### src/rtl/sat_counter.sv
// Saturating up-counter; clr zeroes it and a same-cycle inc then counts from zero.
module sat_counter #(
    parameter int W = 32
) (
    input  logic         clk,
    input  logic         rst,
    input  logic         clr,
    input  logic         inc,
    output logic [W-1:0] q
);

    logic [W-1:0] q_q;
    logic [W-1:0] q_d;
    logic [W-1:0] base;

    always_comb begin
        base = clr ? '0 : q_q;
        q_d  = base;
        if (inc && (base != '1)) begin
            q_d = base + W'(1);
        end
    end

    // NOTE: sequential state is only ever written with non-blocking assignments.
    always_ff @(posedge clk) begin
        if (rst) begin
            q_q <= '0;
        end else begin
            q_q <= q_d;
        end
    end

    assign q = q_q;

endmodule

### config.mk
export PLATFORM = sky130hd
export DESIGN_NAME = sat_counter
export DESIGN_NICKNAME = d
export VERILOG_FILES = /design/src/rtl/sat_counter.sv
export SDC_FILE = /design/constraint.sdc
export NUM_CORES = 1
export LEC_CHECK = 0
export CAP_MARGIN = 30
export CORE_MARGIN = 4
export CORE_UTILIZATION = 25
export DETAILED_ROUTE_END_ITERATION = 12
export PLACE_DENSITY = 0.43
export SYNTH_ARGS = -nofsm -noshare
export SYNTH_HDL_FRONTEND = slang
export SYNTH_SLANG_ARGS = --single-unit
### constraint.sdc
create_clock -name clk -period 2.8 [get_ports clk]
set_input_delay 0.56 -clock clk [delete_from_list [all_inputs] [get_ports clk]]
set_output_delay 0.56 -clock clk [all_outputs]
set_load 0.05 [all_outputs]
==> PnR_summary.wiki <==
{| class="wikitable"
! Metric !! Value
|-
| Outcome || finished, final reports clean
|-
| Clk slew on worst S/H paths || 80 ps
|-
| Design area || 0.00240 mm^2
|-
| Worst Skew || 8.81 ps
|-
| Total half-perimeter wirelength after legalization and detailed placement || 4110 um
|-
| Pre-CTS WS || -100 ps
|-
| Resized cells post-CTS || 0
|-
| Initial antenna violation count || 0
|-
| DRC viols || 0
|-
| Worst path arrival time || 2820 ps
|-
| Static Leak || 0.000728 uW
|-
| Data required time at the worst endpoint || 3030 ps
|-
| Storage cell area || 641 um^2
|-
| Post-cts hold buffer count || 0
|-
| Die area || 0.00821 mm^2
|-
| Worst min-delay path category || reg -> reg
|-
| Post-synth EDFFs || 0
|-
| Routed wire length || 5420 um
|-
| GRT overflow || 0
|-
| Commonest cells post-synth || 32 x sky130_fd_sc_hd__dfxtp_1, 22 x sky130_fd_sc_hd__a21oi_1, 19 x sky130_fd_sc_hd__nand2_1, 19 x sky130_fd_sc_hd__or3_1, 16 x sky130_fd_sc_hd__o21ai_0
|-
| Synthesis-to-layout area growth || 40.9%
|-
| Number of buffers inserted by post-CTS setup repair || 0
|-
| Largest stage delay on the critical path || 530 ps
|-
| Share of the synthesized area in the top cell type || 37.6%
|-
| Final antenna diode count || 0
|-
| Fin. max-slew vios || 0
|-
| Final Hold Vio Count || 0
|-
| Critical-path top delay cell || sky130_fd_sc_hd__or4_1
|-
| Layout cell share with drive strength beyond 1 || 15.5%
|-
| Critical Path Start Type || input pin
|-
| Core Region || 0.00649 mm^2
|-
| Async set or reset register ratio after synthesis || 0%
|-
| Number of port buffers || 35
|-
| CTS sink cnt || 32
|-
| Antenna Violating Nets Remaining || 0
|-
| Post-layout util || 37.0%
|-
| Worst path setup slack after routing || 205 ps
|-
| Overall global routing resource usage || 13.8%
|-
| Final net count || 274
|-
| TritonCTS clock tree || yes
|-
| Standard-cell rows || 29
|-
| Most used DFF post-synth || sky130_fd_sc_hd__dfxtp_1
|-
| Clock latency reported for the late side of the worst-skew pair || 290 ps
|-
| Maximum number of pins on one net before global-route repair || 18
|-
| Average routed wire per standard cell || 15.6 um
|-
| Number of library cell types mapped by synthesis || 40
|-
| Setup Crit Path Kind || in -> reg
|-
| Syn Nets || 214
|-
| Count of state elements after synthesis || 32
|-
| Critical Path Sink Type || flip-flop
|-
| Final setup violation count || 0
|-
| Yosys synthesis warning count || 0
|-
| Max reg flops || 32
|-
| Number of buffers created by CTS || 5
|-
| CP Launch Point || clr
|-
| Ratio of routed vias to standard cells || 5.21
|-
| Dominant cells by area after synthesis || sky130_fd_sc_hd__dfxtp_1 38%, sky130_fd_sc_hd__or3_1 7.0%, sky130_fd_sc_hd__a21oi_1 6.5%
|-
| Ports placed on the boundary || 36
|-
| Setup Total Neg Slack || 0 ps
|-
| Post-synthesis area per instance || 8.12 um^2
|-
| Vias after detailed routing || 1,814
|-
| Worst vdd ir || 184 uV
|-
| Power Density || 369 mW/mm^2
|-
| Length of the first detailed-routing pass in iterations || 4
|-
| Die span in y || 90.6 um
|-
| Routability congestion estimate from global placement || 0.782
|-
| Most numerous cell in the Yosys netlist || sky130_fd_sc_hd__dfxtp_1
|-
| Cell mode on critical path || sky130_fd_sc_hd__or4_1
|-
| Sequential-to-total area share from yosys stat || 37.6%
|-
| Max capacitance violation total || 0
|-
| 1st-iter DRT viols || 80
|-
| Wire length of the first global-routing pass || 9200 um
|-
| Via count of the first global-routing pass || 1,813
|-
| Origin of the critical flop-to-flop path || q[16]
|-
| Effective utilization at floorplan || 26.3%
|-
| Post-layout min period || 2590 ps
|-
| Mapped Cells || 210
|-
| Die extent in x || 90.6 um
|-
| RSZ-0062 raised after global routing || false
|-
| Number of levels the H-tree was split into || 2
|-
| Beginning of the worst hold path || q[14]
|-
| Worst Tran Pin Value || 514 ps
|-
| Post-synthesis instance area || 0.00171 mm^2
|-
| Cell chosen for the clock root || sky130_fd_sc_hd__clkbuf_8
|-
| Fill cells || 693
|-
| Cell taking the most area after synthesis || sky130_fd_sc_hd__dfxtp_1
|-
| Post-route fraction of the period consumed by the critical path || 92.7%
|-
| Critical-path maximum fanout || 9
|-
| Total cell area at the placement stage || 0.00231 mm^2
|-
| Bufs on Longest Clock Path || 2
|-
| Cell chain of the critical path || clkdlybuf4s50_1 -> nand2b_1 -> or4_1 -> or2_1 -> or4_1 -> a21oi_1
|-
| Peak Freq || 385 MHz
|-
| Multi-input logic area || 0.00101 mm^2
|-
| Worst slew margin relative to its limit || 65.6%
|}
-- worst max-delay path: cells and delay by family --
kind	cells	cell delay, ps
AND/OR/NAND/NOR	4	1620
AO/OA/AOI/OAI	1	140
buffers and inverters	1	500
-- through the flow --
stage,hold slack [ps],instances,total power [uW]
5_1_grt,567,348,934
3_3_place_gp,511,340,516
4_1_cts,524,348,904
2_1_floorplan,727,210,492
6_report,515,348,888
3_5_place_dp,511,340,515
-- metal layers --
metal / global-route usage, % / up-vias / share of wire (%)
met5: 0 / - / 0
met4: 3.57 / 0 / 1.4
met3: 3.75 / 6 / 4.0
met2: 22.9 / 34 / 47
met1: 17.7 / 847 / 48
li1: - / 927 / -
-- placed cells by master (no fill, tap or decap), types with 3 or more instances in the layout --
cell	synthesis	layout
sky130_fd_sc_hd__or4_1	13	13
sky130_fd_sc_hd__buf_4	0	26
sky130_fd_sc_hd__clkbuf_8	0	6
sky130_fd_sc_hd__nor2b_1	6	6
sky130_fd_sc_hd__nor3_1	3	3
sky130_fd_sc_hd__o31ai_1	7	7
sky130_fd_sc_hd__clkdlybuf4s50_1	0	35
sky130_fd_sc_hd__nand4_1	6	6
sky130_fd_sc_hd__inv_1	5	5
sky130_fd_sc_hd__or3_1	19	19
sky130_fd_sc_hd__nor2_1	9	9
sky130_fd_sc_hd__a21oi_1	22	22
sky130_fd_sc_hd__nand3_1	12	12
sky130_fd_sc_hd__o21ai_0	16	16
sky130_fd_sc_hd__nand2_1	19	19
sky130_fd_sc_hd__dfxtp_1	32	32
-- where the power goes --
group	switching (uW)	total (uW)	internal, uW	leakage, uW
Sequential	2.73	459	456	0.000258
Combinational	27.9	44.9	17.0	0.000419
Clock	187	384	196	0.0000510
Total	218	888	670	0.000728
-- final cells by class --
class	count	area share, %
clock buffer	6	3.44
clock inverter	2	0.416
inverter	6	0.937
sequential	32	26.7
multi-input combinational	164	41.9
tap	77	4.01
timing repair buffer	61	22.7
-- final timing paths --
check	endpoint	slack [ps]	cells after the start
max reg2reg	q[30]	590	5
min reg2reg	q[14]	520	2
max	q[29]	210	6
min	q[14]	520	2
-- kinds of logic (layout without fill, tap and decap cells) --
group | after synthesis | in the layout | synth area share (%)
buffers and inverters | 14 | 75 | 3.81
xor gates and xnor gates | 2 | 2 | 1.03
AOI/OAI and AO/OA | 55 | 55 | 20.9
muxes | 2 | 2 | 1.32
and+or+nand+nor | 105 | 105 | 35.4
DFF | 32 | 32 | 37.6
Power figures use the tool's default switching activity.
==> edit 1, RTL diff (same flow settings) <==
`W`: 32 -> 64.
--- a/src/rtl/sat_counter.sv
+++ b/src/rtl/sat_counter.sv
@@ -1,6 +1,6 @@
 // Saturating up-counter; clr zeroes it and a same-cycle inc then counts from zero.
 module sat_counter #(
-    parameter int W = 32
+    parameter int W = 64
 ) (
     input  logic         clk,
     input  logic         rst,
Ports: changed (resized q); port bits go from 36 to 68. The function was not compared with the original's and may differ.
==> edit 1 against the unedited design <==
- global-route usage is 3.1 points higher
- sequential cell count is 32 higher
- synthesized area is 110% higher
- hold slack worse by 0.044 ns
- maximum frequency is 0.93% lower
- die area is 96% higher
- total power is 130% higher
- register-to-register slack worse by 0.32 ns
- first-iteration DRC count is 130% higher
- routed wire length is 150% higher
- worst setup slack worse by 0.024 ns
- design area is 120% higher
- largest power group is now clock
==> edit 1: results (changes against the unedited design) <==
==================================================================================
Largest fanout of any net on the critical path ......................           11   +2
Share of final-layout standard cells stronger than drive strength 1 .        21.6%   +6.1 points
Data arrival time of the critical path ..............................      2.86 ns   +0.04 ns
Sequential cell area fraction in the yosys report ...................        36.3%   -1.3 points
Clock slew at reported path FFs .....................................      0.05 ns   -0.03 ns
Number of cell instances on the worst register-to-register path .....            8   +3
Final std cells w/o fill ............................................          767   +120%
Leak ................................................................      1.82 nW   +150%
Clock latency reported for the late side of the worst-skew pair .....      0.34 ns   +0.05 ns
Most instantiated cells after synthesis ............................. dfxtp_1, nand2_1, a21oi_1
Clk_skew ............................................................   0.00646 ns   -0.00235 ns
Slack of the worst reg-to-reg path ..................................      0.27 ns   -0.32 ns
Buffers from clock root to sink, at most ............................            2   unchanged
Post-synth cell types ...............................................           61   +53%
TritonCTS buffer count ..............................................            9   +4
Number of max-cap violations ........................................            0   unchanged
Total of buffers placed on input and output ports ...................           67   +91%
Global router's overall resource usage ..............................        16.9%   +3.1 points
Fillcell total ......................................................        1,460   +110%
Top Family by Delay on Critical Path ................................ simple AND/OR/NAND/NOR gates
Count of TritonRoute iterations in the first routing pass ...........            4   unchanged
Slowest stage delay, CP .............................................      0.55 ns   +0.02 ns
Max stage delay cell, worst path ....................................        or4_4
Vias in the first global route ......................................        3,844   +110%
Worst slew margin relative to its limit .............................        59.5%   -6.2 points
Cell count after placement ..........................................          750   +120%
Top cells by area, synth ............................................ dfxtp_1, nand2_1, a21oi_1
Largest register FFs ................................................           64   +100%
Startpoint of the most critical register-to-register path ...........        q[49]
Start point of the worst min-delay path .............................        q[63]
Maximum VDD drop ....................................................     0.221 mV   +20%
YS warnings .........................................................            0   unchanged
H-tree depth ........................................................            3   +1
Endpoint with the worst hold slack ..................................        q[63]
Placed wire-length estimate after detailed placement ................      9.98 mm   +140%
Post-layout net count ...............................................          588   +110%
Outcome ............................................................. finished clean
Mean instance size in the synthesized netlist .......................     8.05 µm²   -0.89%
Reg-to-Reg End ......................................................        q[27]
Cell area after placement ...........................................     4990 µm²   +120%
RePlAce Congestion ..................................................        0.899   +15%
Wire length of the first global-routing pass ........................      21.5 mm   +130%
CTS Root Cell .......................................................    clkbuf_16
Via count normalized by instance count ..............................         5.13   -1.6%
DR iter-0 viols .....................................................          186   +130%
Post-place setup slack ..............................................    -0.533 ns   -0.432 ns
Number of nets in the synthesized netlist ...........................          443   +110%
Overall routed net length ...........................................      13.4 mm   +150%
Hold/Removal Path Class ............................................. register to register
Maximum number of pins on one net before global-route repair ........           28   +10
==================================================================================
-- edit 1: cell count changes after synthesis, moves of 9 or more --
cell	change
nor3_1	+12
nand3_1	+12
a211oi_1	+9
dfxtp_1	+32
and3_1	+13
nand4_1	+10
a21oi_1	+9
clkbuf_1	+12
nor2_1	+18
nand2_1	+27
-- edit 1: logic make-up after synthesis --
| family | after synthesis | synth area share (%) |
|---|---|---|
| simple gates | 230 | 37.4 |
| compound gates | 99 | 19.1 |
| flops | 64 | 36.3 |
| buf+inv | 36 | 4.71 |
| xor+xnor | 8 | 1.98 |
| mux | 2 | 0.567 |
-- edit 1: area by class of cell --
class                   instances  area [µm²]  area share, %
well taps                     180         225           4.22
inverters                      10        37.5          0.703
repair buffers                160        1400           26.2
multi-input cells             339        2120           39.7
clock buffers                  14         274           5.13
flip-flops and latches         64        1280           24.0
-- edit 1: layer usage --
| layer | vias to the layer above | share of wire, % | global-route usage (%) |
|---|---|---|---|
| met4 | 0 | 1.3 | 4.04 |
| met2 | 81 | 46 | 26.5 |
| met3 | 20 | 5.3 | 5.31 |
| met1 | 1895 | 48 | 22.7 |
| li1 | 1937 | - | - |
| met5 | - | 0 | 0 |
-- edit 1: tightest hold or removal path, cell delays in order, from the launching register on --
cell     delay (ns)
dfxtp_1        0.30
inv_1          0.06
a21oi_1        0.06
-- edit 1: stage by stage --
step	utilization, %	hold slack [ns]
3_3_place_gp	35.9	0.471
3_5_place_dp	35.9	0.469
6_report	38.5	0.472
5_1_grt	38.5	0.511
4_1_cts	38.5	0.479
2_1_floorplan	-	0.680
-- edit 1: what timing repair did --
item / in CTS / in global routing
pin swaps: 4 / 1
endpoints found under the setup margin: 54 / 34
gates resized for setup: 9 / 2
gates cloned: 1 / 0
setup buffers: 2 / 0
endpoints found under the hold margin: 0 / 0
-- edit 1: power breakdown --
| group | internal, W | switching [W] | leakage, nW |
|---|---|---|---|
| Sequential | 0.000913 | 0.00000117 | 0.516 |
| Clock | 0.000662 | 0.000406 | 0.135 |
| Combinational | 0.0000384 | 0.0000599 | 1.17 |
| Total | 0.00161 | 0.000467 | 1.82 |
-- edit 1: worst max-delay path by stage --
stage               start     to  slack (ns)
floorplan           q[58]   q[5]       0.007
global placement      clr  q[41]       -0.58
detailed placement    clr  q[27]       -0.53
CTS                   clr  q[27]        0.04
global route          clr  q[27]         0.1
finish                clr  q[27]        0.18
==> edit 2, RTL diff (config.mk and constraints unchanged) <==
Without the edit above. Reset style: asynchronous (`rst`), changed in one clocked block.
--- a/src/rtl/sat_counter.sv
+++ b/src/rtl/sat_counter.sv
@@ -22,7 +22,7 @@
     end
 
     // NOTE: sequential state is only ever written with non-blocking assignments.
-    always_ff @(posedge clk) begin
+    always_ff @(posedge clk or posedge rst) begin
         if (rst) begin
             q_q <= '0;
         end else begin
Behaviour: differs if rst is asserted again (counterexample within 4 cycles, from zero or initial values and one cycle with rst high); with rst held inactive, the same outputs for 10 cycles.
==> edit 2 against the unedited design <==
- register-to-register slack improved by 0.04 ns
- sequential cell count unchanged
- synthesized area increased by 9.1%
- global-route usage decreased by 1.0 points
- design area increased by 5.0%
- total power increased by 4.6%
- routed wire length decreased by 3.0%
- worst setup slack improved by 0.041 ns
- combinational power increased by 34%
- critical path type unchanged
- largest cell class unchanged
- largest power group unchanged
==> edit 2: results (changes against the unedited design) <==
=========================================================================================
Leak .......................................................................     0.944 nW   +30%
Antenna cell count .........................................................            0   unchanged
Post-cts repair resize count ...............................................            0   unchanged
Clock slew at reported path FFs ............................................      0.06 ns   -0.02 ns
DRC ........................................................................            0   unchanged
Outcome .................................................................... finished clean
Max stage delay cell, worst path ...........................................        or4_1
Slowest stage delay, CP ....................................................      0.62 ns   +0.09 ns
Share of final-layout standard cells stronger than drive strength 1 ........        12.9%   -2.6 points
Cell area after placement ..................................................     2430 µm²   +5.0%
Placed wire-length estimate after detailed placement .......................      3.82 mm   -7.1%
Setup Buffers After CTS ....................................................            0   unchanged
Most instantiated cells after synthesis .................................... dfrtp_1, a21oi_1, nor2_1
Clk_skew ...................................................................   0.00365 ns   -0.00516 ns
YS warnings ................................................................            0   unchanged
Post-place setup slack .....................................................   -0.0530 ns   +0.0473 ns
Post-synth cell types ......................................................           48   +20%
Clock latency reported for the late side of the worst-skew pair ............      0.29 ns   about the same
Maximum VDD drop ...........................................................     0.117 mV   -37%
CTS Root Cell ..............................................................     clkbuf_8
Largest register FFs .......................................................           32   unchanged
H-tree depth ...............................................................            2   unchanged
Number of antenna violations at the first check in global routing ..........            0   unchanged
Largest fanout of any net on the critical path .............................            8   -1
Vias in the first global route .............................................        1,718   -5.2%
Wire length of the first global-routing pass ...............................      8.79 mm   -4.5%
Buffers from clock root to sink, at most ...................................            2   unchanged
RePlAce Congestion .........................................................        0.781   -0.19%
Count of TritonRoute iterations in the first routing pass ..................            4   unchanged
Maximum number of pins on one net before global-route repair ...............           33   +15
Routed WL per cell .........................................................      15.1 µm   -3.0%
Data arrival time of the critical path .....................................      2.76 ns   -0.06 ns
Sequential cell area fraction in the yosys report ..........................        43.0%   +5.5 points
Global router's overall resource usage .....................................        12.8%   -1.0 points
Post-layout net count ......................................................          253   -7.7%
Slew at the pin with the worst max-slew slack ..............................     0.509 ns   -0.00483 ns
Via count normalized by instance count .....................................         4.94   -5.3%
Number of nets in the synthesized netlist ..................................          202   -5.6%
Top Family by Delay on Critical Path ....................................... simple AND/OR/NAND/NOR gates
Hold/Removal Path Class .................................................... register to register
DR iter-0 viols ............................................................           57   -29%
Proportion of register bits with asynchronous set or reset after synthesis .         100%   +100 points
Total of buffers placed on input and output ports ..........................           35   unchanged
TritonCTS buffer count .....................................................            5   unchanged
Top cells by area, synth ................................................... dfrtp_1, a21oi_1, or3_1
=========================================================================================
-- edit 2: cell types whose count changed in the layout (fill, tap and decap cells not counted), sizes merged, moves of 5 or more --
cell	before	now
a21oi	22	14
buf	26	15
dfrtp	0	32
dfxtp	32	0
nand2	19	13
nor2	9	14
nor3	3	10
o21ai	16	11
or3	19	9
or4	13	5
-- edit 2: stage by stage --
| step | instances | power [W] | utilization [%] | hold slack [ns] | setup TNS, ns |
|---|---|---|---|---|---|
| finish | 348 | 0.000929 | 34.8 | 0.520 | 0 |
| global route | 348 | 0.000974 | 34.8 | 0.570 | 0 |
| CTS | 348 | 0.000943 | 34.8 | 0.516 | 0 |
| detailed placement | 341 | 0.000542 | 33.5 | 0.501 | -0.145 |
| global placement | 341 | 0.000542 | 33.5 | 0.507 | -0.0263 |
| floorplan | 198 | 0.000513 | - | 0.676 | 0 |
-- edit 2: logic make-up (layout without fill, tap and decap cells) --
family / count (synthesis) / after routing / share of synthesized area [%]
compound gates: 47 / 47 / 16.7
xor+xnor: 4 / 4 / 1.88
buf+inv: 15 / 66 / 3.56
flops: 32 / 32 / 43.0
mux: 1 / 1 / 0.807
simple gates: 99 / 99 / 34.0
-- edit 2: where the power goes --
group / leakage, nW / internal, W / switching (W)
logic: 0.450 / 0.0000208 / 0.0000393
clock network: 0.0503 / 0.000219 / 0.000178
registers: 0.444 / 0.000465 / 0.00000623
total: 0.944 / 0.000705 / 0.000224
-- edit 2: path summary, 6_finish.rpt --
path	start	cells past startpoint	end	slack, ns
max	clr	6	q[20]	0.25
min	q[22]	1	q[22]	0.52
max reg2reg	q[24]	5	q[15]	0.63
min reg2reg	q[22]	1	q[22]	0.52
max in group asynchronous	rst	3	q[11]	1.83
min in group asynchronous	rst	3	q[24]	0.66
-- edit 2: layout make-up --
cell class              count  area [µm²]
clock buffers               7        96.3
inverters                   9        33.8
fillers                   771        4730
flip-flops and latches     32         801
multi-input cells         151         993
repair buffers             50         475
well taps                  99         124
-- edit 2: per-layer routing --
metal / routed length, µm / share of wire, % / track usage, % / vias up
met5: 0 / 0 / 0 / -
met4: 96 / 1.8 / 5.66 / 0
met3: 242 / 4.6 / 3.29 / 10
met2: 2290 / 44 / 18.6 / 32
met1: 2630 / 50 / 17.8 / 820
li1: - / - / - / 856
